<file path="config.mk">
export PLATFORM = sky130hd
export DESIGN_NAME = reorder_tag_tracker
export DESIGN_NICKNAME = d
export VERILOG_FILES = /design/src/rtl/reorder_tag_tracker.sv
export SDC_FILE = /design/constraint.sdc
export NUM_CORES = 1
export LEC_CHECK = 0
export ABC_AREA = 1
export CAP_MARGIN = 25
export CORE_MARGIN = 3
export CORE_UTILIZATION = 56
export DETAILED_ROUTE_END_ITERATION = 6
export PLACE_DENSITY = 0.74
export SLEW_MARGIN = 20
export SYNTH_ARGS = -nofsm -noshare
export SYNTH_HDL_FRONTEND = slang
export SYNTH_SLANG_ARGS = --single-unit
</file>
<file path="constraint.sdc">
create_clock -name clk -period 15.5 [get_ports clk]
set_input_delay 2.325 -clock clk [delete_from_list [all_inputs] [get_ports clk]]
set_output_delay 2.325 -clock clk [all_outputs]
set_load 0.1 [all_outputs]
</file>
<file path="src/rtl/reorder_tag_tracker.sv">
// reorder_tag_tracker
//
// Bookkeeping stage that sits beside circular_buffer. It hands out reorder
// tags to packets entering the filter array in strict round-robin order. It
// records each filter's accept/reject verdict per tag. It drives the buffer's
// packet_status for the tag the buffer currently presents. A tag goes back to
// the free pool once the buffer reports that the packet has left.
//
// Ports:
//   clk              rising-edge clock
//   rst              asynchronous, active-low reset
//   alloc_req        upstream wants a tag for a new packet
//   alloc_gnt        tag granted this cycle (combinational)
//   alloc_tag        tag being offered; always the round-robin pointer
//   verdict_valid    a filter verdict is present this cycle
//   verdict_tag      tag the verdict applies to
//   verdict_accept   1 = accept, 0 = reject
//   reorder_tag_out  tag the circular_buffer is currently heading with
//   release_valid    buffer finished with the packet at reorder_tag_out
//   packet_status    00 pending/free, 01 rejected, 11 accepted
//   in_flight        number of slots that are not FREE
//   err_verdict      sticky: a verdict hit a non-PENDING or out-of-range tag
//   err_release      sticky: a release hit an undecided or out-of-range tag
module reorder_tag_tracker #(
  parameter int TAG_WIDTH            = 6,
  parameter int CIRCULAR_BUFFER_SIZE = 50,
  parameter int CNT_WIDTH            = $clog2(CIRCULAR_BUFFER_SIZE + 1)
) (
  input  logic                 clk,
  input  logic                 rst,
  input  logic                 alloc_req,
  output logic                 alloc_gnt,
  output logic [TAG_WIDTH-1:0] alloc_tag,
  input  logic                 verdict_valid,
  input  logic [TAG_WIDTH-1:0] verdict_tag,
  input  logic                 verdict_accept,
  input  logic [TAG_WIDTH-1:0] reorder_tag_out,
  input  logic                 release_valid,
  output logic [1:0]           packet_status,
  output logic [CNT_WIDTH-1:0] in_flight,
  output logic                 err_verdict,
  output logic                 err_release
);

  // The encoding is chosen so that decided states already equal the
  // packet_status code. Only PENDING has to be masked to 00.
  typedef enum logic [1:0] {
    FREE     = 2'b00,
    REJECTED = 2'b01,
    PENDING  = 2'b10,
    ACCEPTED = 2'b11
  } slot_state_t;

  localparam logic [TAG_WIDTH-1:0] LAST_TAG = TAG_WIDTH'(CIRCULAR_BUFFER_SIZE - 1);

  slot_state_t            slot_q [CIRCULAR_BUFFER_SIZE];
  logic [TAG_WIDTH-1:0]   alloc_ptr;

  slot_state_t            ptr_state;
  slot_state_t            head_state;
  slot_state_t            vtag_state;
  logic                   verdict_ok;
  logic                   release_ok;

  // Decode lookups run by comparison against every slot index instead of by
  // array indexing. A tag at or beyond the table size therefore matches
  // nothing and reads as FREE. That single rule makes out-of-range tags show
  // status 00 and count as illegal for both verdicts and releases.
  always_comb begin
    ptr_state  = FREE;
    head_state = FREE;
    vtag_state = FREE;
    for (int i = 0; i < CIRCULAR_BUFFER_SIZE; i++) begin
      if (alloc_ptr == TAG_WIDTH'(i))       ptr_state  = slot_q[i];
      if (reorder_tag_out == TAG_WIDTH'(i)) head_state = slot_q[i];
      if (verdict_tag == TAG_WIDTH'(i))     vtag_state = slot_q[i];
    end
  end

  // The grant never skips a busy slot; it simply stalls, so tags leave in
  // exactly the order they were issued. A slot being released this cycle is
  // still decided (not FREE), so there is no same-cycle bypass.
  always_comb begin
    alloc_tag     = alloc_ptr;
    alloc_gnt     = alloc_req && (ptr_state == FREE);
    verdict_ok    = verdict_valid && (vtag_state == PENDING);
    release_ok    = release_valid &&
                    ((head_state == ACCEPTED) || (head_state == REJECTED));
    packet_status = (head_state == PENDING) ? 2'b00 : 2'(head_state);
  end

  // Slot table update. Grant, verdict and release are all judged on the
  // pre-edge state. A grant needs FREE, a verdict needs PENDING, and a legal
  // release needs a decided slot. So in any one cycle, no two of these writes
  // can hit the same slot.
  always_ff @(posedge clk or negedge rst) begin
    if (!rst) begin
      for (int i = 0; i < CIRCULAR_BUFFER_SIZE; i++) slot_q[i] <= FREE;
    end else begin
      for (int i = 0; i < CIRCULAR_BUFFER_SIZE; i++) begin
        if (alloc_gnt && (alloc_ptr == TAG_WIDTH'(i))) begin
          slot_q[i] <= PENDING;
        end
        if (verdict_ok && (verdict_tag == TAG_WIDTH'(i))) begin
          slot_q[i] <= verdict_accept ? ACCEPTED : REJECTED;
        end
        if (release_ok && (reorder_tag_out == TAG_WIDTH'(i))) begin
          slot_q[i] <= FREE;
        end
      end
    end
  end

  // Round-robin pointer, wrapping from the last slot back to tag 0.
  always_ff @(posedge clk or negedge rst) begin
    if (!rst) begin
      alloc_ptr <= '0;
    end else if (alloc_gnt) begin
      alloc_ptr <= (alloc_ptr == LAST_TAG) ? '0 : alloc_ptr + TAG_WIDTH'(1);
    end
  end

  // Occupancy count. A grant and a legal release in the same cycle cancel.
  always_ff @(posedge clk or negedge rst) begin
    if (!rst) begin
      in_flight <= '0;
    end else begin
      case ({alloc_gnt, release_ok})
        2'b10:   in_flight <= in_flight + CNT_WIDTH'(1);
        2'b01:   in_flight <= in_flight - CNT_WIDTH'(1);
        default: in_flight <= in_flight;
      endcase
    end
  end

  // Sticky error flags. They clear only on reset.
  always_ff @(posedge clk or negedge rst) begin
    if (!rst) begin
      err_verdict <= 1'b0;
      err_release <= 1'b0;
    end else begin
      if (verdict_valid && !verdict_ok) err_verdict <= 1'b1;
      if (release_valid && !release_ok) err_release <= 1'b1;
    end
  end

endmodule
</file>
# Word level (Yosys, flattened, before mapping)
# Index checks and enable logic that the tools add are counted.
# classes
addsub,3
eq_ne,153
mux,304
reduce_logical,213
# ops
cell,count
two-way mux 2 bit,302
== test 6 bit (second input constant),54
== test 6 x 5 -> 1 bit (second input constant),48
logical AND 1 bit,155
nonzero test 3 bit,50
== test 6 x 4 -> 1 bit (second input constant),24
== test 6 x 3 -> 1 bit (second input constant),12
== test 6 x 2 -> 1 bit (second input constant),6
== test 6 x 1 -> 1 bit (second input constant),3
logical NOT 6 bit,3
adder 6 x 1 -> 6 bit (second input constant),2
case mux 6 bit (2 select lines),1
== test 2 bit (second input constant),4
two-way mux 6 bit,1
subtractor 6 x 1 -> 6 bit (second input constant),1
== test 2 x 1 -> 1 bit (second input constant),2
logical NOT 1 bit,2
logical NOT 2 bit,1
nonzero test 2 bit,1
logical OR 1 bit,1
# totals
ff_bits,114
out_inout_bits,17
wordCells,727

# Depth between registers and ports, before layout
# depth
ltp_word,57
depth_mapped,67

# Worst setup path after synthesis
# Ideal clock, no wire load.
# synth_timing
path_kind,input -> output
start,input reorder_tag_out[2]
end,output packet_status[1]
t_arrival_ns,6.559
required_time_ns,13.175
path_slack_ns,6.616
cell_stages,31
cell_sequence,nor2_1 nand2_1 nor2_1 nand2_1 nand4_1 nor3_1 nand4_1 nor4_1 nand4_1 a2111oi_2 o21ai_0 a21oi_1 nand3_1 a221oi_2 and3_1 nand4_1 o21ai_1 nand3_1 a21oi_1 nand4_1 nor2_1 nand4_1 a21oi_1 nand3_1 nor2_1 nand3_1 a21oi_1 o2111a_1 o21ai_2 o21ai_0 a31oi_1
# synth_via
elab_chain_cells,53
word_cells_on_any_way,102
cone_classes,eq/ne: 50; mux: 51; reduce/logical: 1
# synth_lines
item,line_no,text
from (decl),37,"input logic [TAG_WIDTH-1:0] reorder_tag_out,"
logical NOT 6 bit,75,if (reorder_tag_out == TAG_WIDTH'(i)) head_state = slot_q[i];
two-way mux 2 bit (49 in a row),75,
two-way mux 2 bit (*),75,
== test 2 bit,89,packet_status = (head_state == PENDING) ? 2'b00 : 2'(head_state);
two-way mux 2 bit (*),89,
to (decl),39,"output logic [1:0] packet_status,"
# Every way passes the cells marked *; elsewhere a longest branch is shown, timed or not.

# Worst setup path in the final report
# layout_timing
start,input reorder_tag_out[4]
end,output packet_status[1]
# Same word-level chain as after synthesis.

==> results.ini <==
[floorplanning]
die-area_sq_um = 18600
initial_core_util_pct = 57.3
num_rows = 47
placeableCoreArea_sq_um = 16600
die_h_um = 137
die_w_um = 137
num_io_pins = 35

[routing]
drt_wl_total_um = 35000
ant_nets = 0
drt_first_pass_iters = 7
drc_errors = 10
wl_per_cell_um = 18.9
drt_iter0_drc = 1603
viasPerCell = 5.79
vias = 10700

[clock_tree]
cts-root-buf = clkbuf_16
cts_setup_buffers = 0
cts_made_buffers = 17
cts_tree = yes
cts.sinks = 114
clkTransAtPathRegs_ns = 0.06
cts.repair.resized = 0
clk_latency_ns = 0.43
cts_htree_levels = 4
clockBufferDepth = 2
cts_hold_buffers = 0

[hold_path]
hold_class = flip-flop to flip-flop

[logic_synthesis]
synth_warnings = 0
syn_inst = 1598
synthDistinctLibCells = 55
yosys-top-cells-area = dfrtp_1 30%, nand2_1 19%, inv_1 10%
synth_seq_area_share_pct = 29.9
synth_flop_cell = dfrtp_1
synth-seq-cells = 114
synth_edf_count = 0
synth_top_area_cell = dfrtp_1
syn-num-nets = 1626
avgSynthCellArea_sq_um = 5.97
synth_top_area_share_pct = 29.9
ys_async_sr_fraction_pct = 100
syn_area_sq_um = 9540

[outcome]
violations = DRC
status = finished with violations

[cells_and_area]
drive_above_1_share_pct = 4.96
layoutNonFillerInstCount = 1853
final_util_pct = 63.6
fin_nets = 1647
syn2layout_area_growth_pct = 11.0

[power_and_ir_drop]
p_per_area_nw_per_um2 = 195
p_leak_nw = 5.10
peakVddDrop_v = 0.000269

[global_routing]
antenna_found_initial = 0
grt_pass1_wl_um = 54800
grt_pass1_vias = 10000
track_usage_pct = 38.6
grt_overflow = 0
grt_max_degree = 59

[timing]
finalCritPeriodShare_pct = 67.3
tightest_slew_ns = 1.01
slew_viol_final = 0
fin_tns_setup_ns = 0
clock.fmax_ghz = 0.0959
hold_viol_final = 0
finClkSkew_ns = 0.00685
fin_crit_ns = 10.43
setup_viol = 0
hold_ws_ns = 0.465
grt_setup_unrepaired = false
relSlewSlack_pct = 32.9

[critical_path]
critPathMostFrequentCell = nand2_1
cp_max_fo = 19
startpoint_type = input pin
crit_required_ns = 13.18
cp_data_arrival_time_ns = 8.10
criticalPathCategory = input pin to primary output
cp-end-kind = primary output
slowest_stage = clkdlybuf4s50_1
critical_path.max_stage_delay_ns = 1.00

[place]
hpwl_um = 25300
port_buffers = 34
place_congestion = 1.11
dp.cells = 1819

[job]
maxCapViolCount = 0

per-stage QoR:
stage | power (W) | setup WS, ns | area [sq um]
after CTS | 0.00202 | 5.22 | 10600
after detailed placement | 0.00162 | 5.37 | 9980
after floorplan | 0.00137 | 6.62 | 9540
after global placement | 0.00161 | 5.42 | 9980
after global routing | 0.00218 | 4.58 | 10600
final | 0.00206 | 5.07 | 10600
registers in the layout (all words and copies together) (netlist names):
register     count
slot_q         100
err_verdict      1
in_flight        6
alloc_tag        6
err_release      1
Yosys cell counts, types with 6 or more instances:
cell         n
o21ai_0     54
o21ai_1     19
nand3_2      8
inv_1      254
a21oi_1     66
nand2_1    495
nor2_1     232
a21oi_2      7
clkinv_1    11
ha_1         9
o21bai_1    20
nand3_1    157
buf_4        7
o2111ai_1    7
nand4_1     18
nor3_1      14
clkbuf_1    16
inv_2        6
dfrtp_1    114
buf_2        7
cell type report:
cell class                 count  area (sq um)
timing repair buffer          39           395
clock inverter                12           140
inverter                     271          1020
clock buffer                  20           437
antenna                        1          2.50
tap                          220           275
multi-input combinational   1176          5470
fill                        1621          6060
sequential                   114          2850
cells by family after synthesis:
| group | count (synthesis) | share of synthesized area (%) |
|---|---|---|
| simple gates | 944 | 41.2 |
| buf+inv | 308 | 12.9 |
| compound gates | 216 | 14.1 |
| flops | 114 | 29.9 |
| fa+ha+maj | 10 | 1.39 |
| xor+xnor | 6 | 0.551 |
critical path: cells and delay by family:
family,cells,cell delay [ns]
buffers and inverters,3,1.76
AND/OR/NAND/NOR,14,1.29
AO/OA/AOI/OAI,18,2.72
worst paths after layout:
kind,startpoint,end,slack (ns),cells after the start
setup / recovery,reorder_tag_out[4],packet_status[1],5.07,35
hold reg to reg,in_flight[5],in_flight[5],0.46,1
hold / removal,in_flight[5],in_flight[5],0.46,1
setup reg to reg,alloc_tag[1],in_flight[5],7.99,66
max in group asynchronous,rst,slot_q[74],12.29,2
min in group asynchronous,rst,slot_q[87],1.95,1
where the power goes:
group	total, W	internal [W]	switching [W]
clock	0.000398	0.000250	0.000147
combinational	0.00112	0.000295	0.000820
sequential	0.000546	0.000417	0.000130
layout by cell type (no fill, tap or decap), types with 2 or more instances in the layout:
cell	instances
dfrtp_1	114
clkinvlp_4	2
nand2_2	4
ha_1	9
o21ai_1	19
a21oi_2	7
o2111ai_1	7
nand4_1	18
nor3_1	14
clkbuf_1	3
a21boi_0	4
nor2_1	232
clkinv_2	7
buf_4	5
clkinv_1	11
nand3_2	8
o22ai_1	2
a221oi_1	5
o21bai_2	3
o211ai_2	3
clkbuf_16	17
a31oi_1	5
o21bai_1	20
o211ai_1	5
a21oi_1	66
a211oi_1	2
o21ai_0	54
nand2_1	495
nor2_2	4
inv_1	254
xor2_1	5
bufinv_16	3
clkdlybuf4s50_1	33
nor4_1	2
nand3_1	157
o221ai_1	2
or2_2	4
inv_2	6
o21a_1	3
per-layer routing:
metal	up-vias	wire length, um	track usage (%)
met5	-	0	0
met4	0	2700	25.7
met3	164	4530	13.3
met2	715	14100	54.7
met1	4769	13700	49.5
li1	5083	-	-
Note: power is estimated with default switching activity, not from simulation.
